`config.mk`:
```
export PLATFORM = sky130hd
export DESIGN_NAME = lsu_store_buffer
export DESIGN_NICKNAME = d
export VERILOG_FILES = /design/src/rtl/lsu_store_buffer.sv
export SDC_FILE = /design/constraint.sdc
export NUM_CORES = 1
export LEC_CHECK = 0
export ABC_AREA = 1
export BUFFER_PORTS_ARGS = -buffer_cell sky130_fd_sc_hd__buf_2
export CAP_MARGIN = 20
export CORE_AREA = 2 2 356 252
export CTS_CLUSTER_DIAMETER = 100
export DETAILED_ROUTE_END_ITERATION = 12
export DIE_AREA = 0 0 358 254
export SKIP_CTS_REPAIR_TIMING = 1
export SLEW_MARGIN = 20
export SYNTH_ARGS = -nofsm -noshare
export SYNTH_HDL_FRONTEND = slang
export SYNTH_SLANG_ARGS = --single-unit
```
`constraint.sdc`:
```
create_clock -name clk -period 24.8 [get_ports clk]
set_input_delay 1.24 -clock clk [delete_from_list [all_inputs] [get_ports clk]]
set_output_delay 1.24 -clock clk [all_outputs]
set_load 0.02 [all_outputs]
```
`src/rtl/lsu_store_buffer.sv`:
```
// Store buffer between the LSU store path and the DCCM write port.
// In-order circular FIFO of word-aligned entries, optional coalescing into the
// youngest non-head entry, and byte-granular store-to-load forwarding.
module lsu_store_buffer #(
    parameter int unsigned XLEN     = 32,
    parameter int unsigned SB_DEPTH = 4,
    parameter int unsigned COALESCE = 1
) (
    input  logic                          clk,
    input  logic                          rst,
    input  logic                          st_valid,
    output logic                          st_ready,
    input  logic [XLEN-1:0]               st_addr,
    input  logic [XLEN-1:0]               st_data,
    input  logic [XLEN/8-1:0]             st_be,
    input  logic [XLEN-1:0]               ld_addr,
    output logic [XLEN-1:0]               ld_fwd_data,
    output logic [XLEN/8-1:0]             ld_fwd_be,
    output logic [XLEN-1:0]               dccm_waddr,
    output logic [XLEN-1:0]               dccm_wdata,
    output logic [XLEN/8-1:0]             dccm_wbe,
    output logic                          dccm_wen,
    input  logic                          dccm_wready,
    output logic [$clog2(SB_DEPTH+1)-1:0] sb_count,
    output logic                          sb_full,
    output logic                          sb_empty
);

    localparam int unsigned NB = XLEN / 8;
    localparam int unsigned AW = XLEN - 2;
    localparam int unsigned PW = $clog2(SB_DEPTH);
    localparam int unsigned CW = $clog2(SB_DEPTH + 1);

    // Entry storage: word address, lane-aligned data, byte enables, valid
    logic [AW-1:0]       r_addr [SB_DEPTH];
    logic [XLEN-1:0]     r_data [SB_DEPTH];
    logic [NB-1:0]       r_be   [SB_DEPTH];
    logic [SB_DEPTH-1:0] r_valid;
    logic [PW-1:0]       r_head;
    logic [PW-1:0]       r_tail;
    logic [CW-1:0]       r_count;

    logic [PW-1:0] w_young;
    logic          w_hit;
    logic          w_push;
    logic          w_alloc;
    logic          w_pop;
    logic [PW-1:0] w_idx;
    logic          w_unused;

    // Byte-offset bits of both addresses are architecturally ignored
    assign w_unused = ^{st_addr[1:0], ld_addr[1:0]};

    // Coalescing only targets the youngest entry, and never the head (count >= 2)
    assign w_young = r_tail - PW'(1);
    assign w_hit   = (COALESCE != 0) && (r_count >= CW'(2)) &&
                     (st_addr[XLEN-1:2] == r_addr[w_young]);

    assign sb_count = r_count;
    assign sb_full  = (r_count == CW'(SB_DEPTH));
    assign sb_empty = (r_count == '0);

    // A full buffer only accepts a merging store; no same-cycle pop bypass
    assign st_ready = ~sb_full | w_hit;
    assign w_push   = st_valid & st_ready;
    assign w_alloc  = w_push & ~w_hit;

    // Head entry is presented whenever the buffer holds anything
    assign dccm_wen   = ~sb_empty;
    assign w_pop      = dccm_wen & dccm_wready;
    assign dccm_waddr = dccm_wen ? {r_addr[r_head], 2'b00} : '0;
    assign dccm_wdata = dccm_wen ? r_data[r_head] : '0;
    assign dccm_wbe   = dccm_wen ? r_be[r_head] : '0;

    // FIFO state: allocate at tail, merge into youngest, retire head
    always_ff @(posedge clk or posedge rst) begin
        if (rst) begin
            r_head  <= '0;
            r_tail  <= '0;
            r_count <= '0;
            r_valid <= '0;
            for (int k = 0; k < SB_DEPTH; k++) begin
                r_addr[k] <= '0;
                r_data[k] <= '0;
                r_be[k]   <= '0;
            end
        end else begin
            if (w_pop) begin
                r_valid[r_head] <= 1'b0;
                r_head          <= r_head + PW'(1);
            end
            if (w_alloc) begin
                r_addr[r_tail]  <= st_addr[XLEN-1:2];
                r_data[r_tail]  <= st_data;
                r_be[r_tail]    <= st_be;
                r_valid[r_tail] <= 1'b1;
                r_tail          <= r_tail + PW'(1);
            end else if (w_push) begin
                for (int i = 0; i < NB; i++) begin
                    if (st_be[i]) begin
                        r_data[w_young][8*i +: 8] <= st_data[8*i +: 8];
                    end
                end
                r_be[w_young] <= r_be[w_young] | st_be;
            end
            case ({w_alloc, w_pop})
                2'b10:   r_count <= r_count + CW'(1);
                2'b01:   r_count <= r_count - CW'(1);
                default: r_count <= r_count;
            endcase
        end
    end

    // Forwarding: walk oldest to youngest so the youngest matching byte wins
    always_comb begin
        ld_fwd_data = '0;
        ld_fwd_be   = '0;
        w_idx       = r_head;
        for (int k = 0; k < SB_DEPTH; k++) begin
            w_idx = r_head + PW'(k);
            if (r_valid[w_idx] && (r_addr[w_idx] == ld_addr[XLEN-1:2])) begin
                for (int i = 0; i < NB; i++) begin
                    if (r_be[w_idx][i]) begin
                        ld_fwd_be[i]            = 1'b1;
                        ld_fwd_data[8*i +: 8]   = r_data[w_idx][8*i +: 8];
                    end
                end
            end
        end
    end

endmodule

```
==> flow_summary_export.csv <==
group,metric,value,unit
yosys,syn_std_cell_area,26100,µm²
floorplan,num_rows,91,
setup_path,path_common_cell,"sky130_fd_sc_hd__nand2_1",
power_and_ir_drop,total_leakage_power,16.9,nW
route,avgRoutedWirePerCell,19.1,µm
setup_path,ws_path_type,"reg2out",
setup_path,cp_slowest_cell,"sky130_fd_sc_hd__dfrtp_4",
setup_path,path_delay_family,"buffers and inverters",
floorplan,core_area,87400,µm²
route,drc,0,
yosys,synth_async_sr_flop_share,100,%
yosys,yosys-top-cells-area,"sky130_fd_sc_hd__nand2_1, sky130_fd_sc_hd__dfrtp_1, sky130_fd_sc_hd__nand3_1",
floorplan,top_level_ports,215,
clock_network,cts.htree.levels,2,
placement,numPortBuffers,208,
route,routed_wirelength,112000,µm
timing,final.min_clock_period,9.08,ns
yosys,post_synthesis_cell_type_with_the_largest_combined_area,"sky130_fd_sc_hd__nand2_1",
placement,detailed_place_hpwl,78900,µm
timing,timing_max_transition_violations_final,0,
global_routing,leftover_overflow_at_the_end_of_global_routing,0,
timing,setup_total_negative_slack,0,ns
route,dr_total_vias,30444,
yosys,synthTopCellsByCount,"sky130_fd_sc_hd__nand2_1, sky130_fd_sc_hd__nand3_1, sky130_fd_sc_hd__inv_1",
floorplan,die_width,358,µm
setup_path,critical_path.cell_chain,"inv_4, ha_4, clkinv_2, buf_4, nand3_1, nand2_1, nand2_1, nand4_1, nor3_1, nand2_1, nor2_1, nand3_1, inv_1, o211ai_1, nand2_1, buf_2",
timing,finClkSkew,0.0329,ns
clock_network,cts.sinks,275,
setup_path,critPathLaunchType,"flop",
power_and_ir_drop,pwr_density,149,nW/µm²
clock_network,cts_tree,"yes",
clock_network,clk_path_buf_depth,3,
setup_path,critPathRequiredTime,23.56,ns
cells_and_area,final_util,33.1,%
yosys,netlist-cell-type-count,34,
floorplan,die_area,90900,µm²
timing,max_clock_freq,110,MHz
route,avg_vias_per_cell,5.21,
hold_path,timing.hold.worst.start,"r_data[57]",
outcome,outcome,"finished, final reports clean",
global_routing,first_global_vias,25848,
global_routing,antenna_found_initial,28,
setup_path,timing.critical_path.arrival,7.84,ns
setup_path,startpoint,"r_head[0]",
yosys,number_of_instances_in_the_synthesized_netlist,4634,
cells_and_area,finish.net_count,4754,
setup_path,critPathMaxFanout,86,
timing,timing_hold_violations_final,0,
timing,report.final.setup_viol,0,
timing,transition_time_at_the_pin_with_the_least_slew_margin,1.09,ns
clock_network,cts-buffers-inserted,37,
global_routing,grt_max_degree,107,
yosys,synth.yosys.seq_area_share,26.4,%
setup_path,reg2reg_from,"r_tail[0]",
placement,place.gp.congestion,1.01,
yosys,yosys.cell_count.top_type,"sky130_fd_sc_hd__nand2_1",
route,postRouteAntennaNets,0,
run,drv_cap,0,
yosys,count_of_flip_flops_with_a_built_in_enable_after_synthesis,0,
yosys,postSynthAreaPerCell,5.62,µm²
yosys,postSynthRegisterBits,275,
yosys,postSynth.topFlopCell,"sky130_fd_sc_hd__dfrtp_1",
yosys,netlist.area_leader.share,30.7,%
cells_and_area,synthToLayoutAreaGrowth,11.2,%
yosys,synth-warning-count,0,
timing,post-route-period-util,36.6,%
power_and_ir_drop,vdd_drop_max,0.000108,V
setup_path,max_stage_delay,1.03,ns
setup_path,nature_of_the_critical_path_endpoint,"output port",
route,drt-pass1-iter-count,8,
route,drtIter0Drc,4236,
clock_network,cts.reportedPaths.clkPinSlew,0.06,ns
cells_and_area,drive_gt1_share,7.59,%
setup_path,path_buf_inv,5,
clock_network,cts_root_cell,"sky130_fd_sc_hd__clkbuf_16",
timing,grt_setup_unrepaired,"no",
timing,relSlewSlack,26.4,%
hold_path,hp-class,"reg2reg",
clock_network,clock_latency,0.57,ns
floorplan,start_util,29.8,%
floorplan,chipHeight,254,µm
global_routing,total_grt_usage,23.9,%
global_routing,grt_first_pass_wirelength,166000,µm
==> cells by family after synthesis <==
| logic type | share of synthesized area (%) |
|---|---|
| xor+xnor | 0.672 |
| other cells | 0.0144 |
| mux | 3.23 |
| buf+inv | 10.6 |
| simple gates | 50.7 |
| fa+ha+maj | 0.509 |
| flops | 26.4 |
| compound gates | 7.85 |
==> path summary, 6_finish.rpt <==
check / endpoint / slack (ns) / cells after the start
setup / recovery: ld_fwd_data[25] / 15.72 / 16
hold / removal: r_data[57] / 0.47 / 2
setup reg to reg: r_data[103] / 18.10 / 20
hold reg to reg: r_data[57] / 0.47 / 2
max in group asynchronous: r_head[0] / 20.93 / 5
min in group asynchronous: r_data[126] / 0.75 / 2
==> tightest hold or removal path: cells and delay by family (launching register included) <==
| kind | cells | cell delay [ns] |
|---|---|---|
| and+or+nand+nor | 2 | 0.09 |
| DFF | 1 | 0.34 |
==> flip-flops by register name (all words and copies together), names as in the netlist <==
register / flops
r_addr: 120
r_be: 16
r_data: 128
sb_count: 3
r_valid: 4
r_head: 2
r_tail: 2
==> metal layers <==
metal,wire [µm],up-vias,part of all wire [%],global-route usage (%)
li1,-,14843,-,-
met1,51800,13816,46,36.5
met2,42700,1588,38,31.6
met3,14200,185,13,7.27
met4,2890,12,2.6,6.31
met5,85,-,0.076,0
==> layout by cell type, fill, tap and decap left out, drive strengths merged, types with 2 or more instances in the layout <==
cell type,instances
nand3b,16
clkinv,6
diode,12
o2111ai,4
a21oi,11
ha,9
nor3,8
o21ai,307
nand2,2138
conb,2
xnor2,2
nand4,153
mux2i,84
nand3,602
bufinv,6
clkbuf,49
inv,408
nor2,267
o211ai,44
buf,248
dfrtp,275
clkinvlp,3
a211oi,3
xor2,18
==> metrics by stage <==
step	instance area (µm²)	std cells	total power [mW]	hold WS, ns	setup slack [ns]
after floorplan	26100	4635	2.77	0.442	15.98
after global routing	29000	5840	4.67	0.489	15.43
after detailed placement	27700	5763	3.66	0.460	16.65
after CTS	28900	5828	4.25	0.474	16.03
after global placement	27700	5763	3.62	0.455	16.67
final	29000	5840	4.33	0.470	15.72
==> report_power, final <==
group	switching, mW	internal (mW)
combinational	2.09	0.791
sequential	0.240	0.630
clock	0.228	0.350
total	2.56	1.77
==> layout make-up <==
cell class	count	area [µm²]
Antenna cell	12	30.0
Clock buffer	49	1010
Clock inverter	16	245
Fill cell	9827	58500
Inverter	407	1550
Multi-Input combinational cell	3671	16400
Sequential cell	275	6890
Tap cell	1162	1450
Timing Repair Buffer	248	1340
Note: power is estimated with default switching activity, not from simulation.
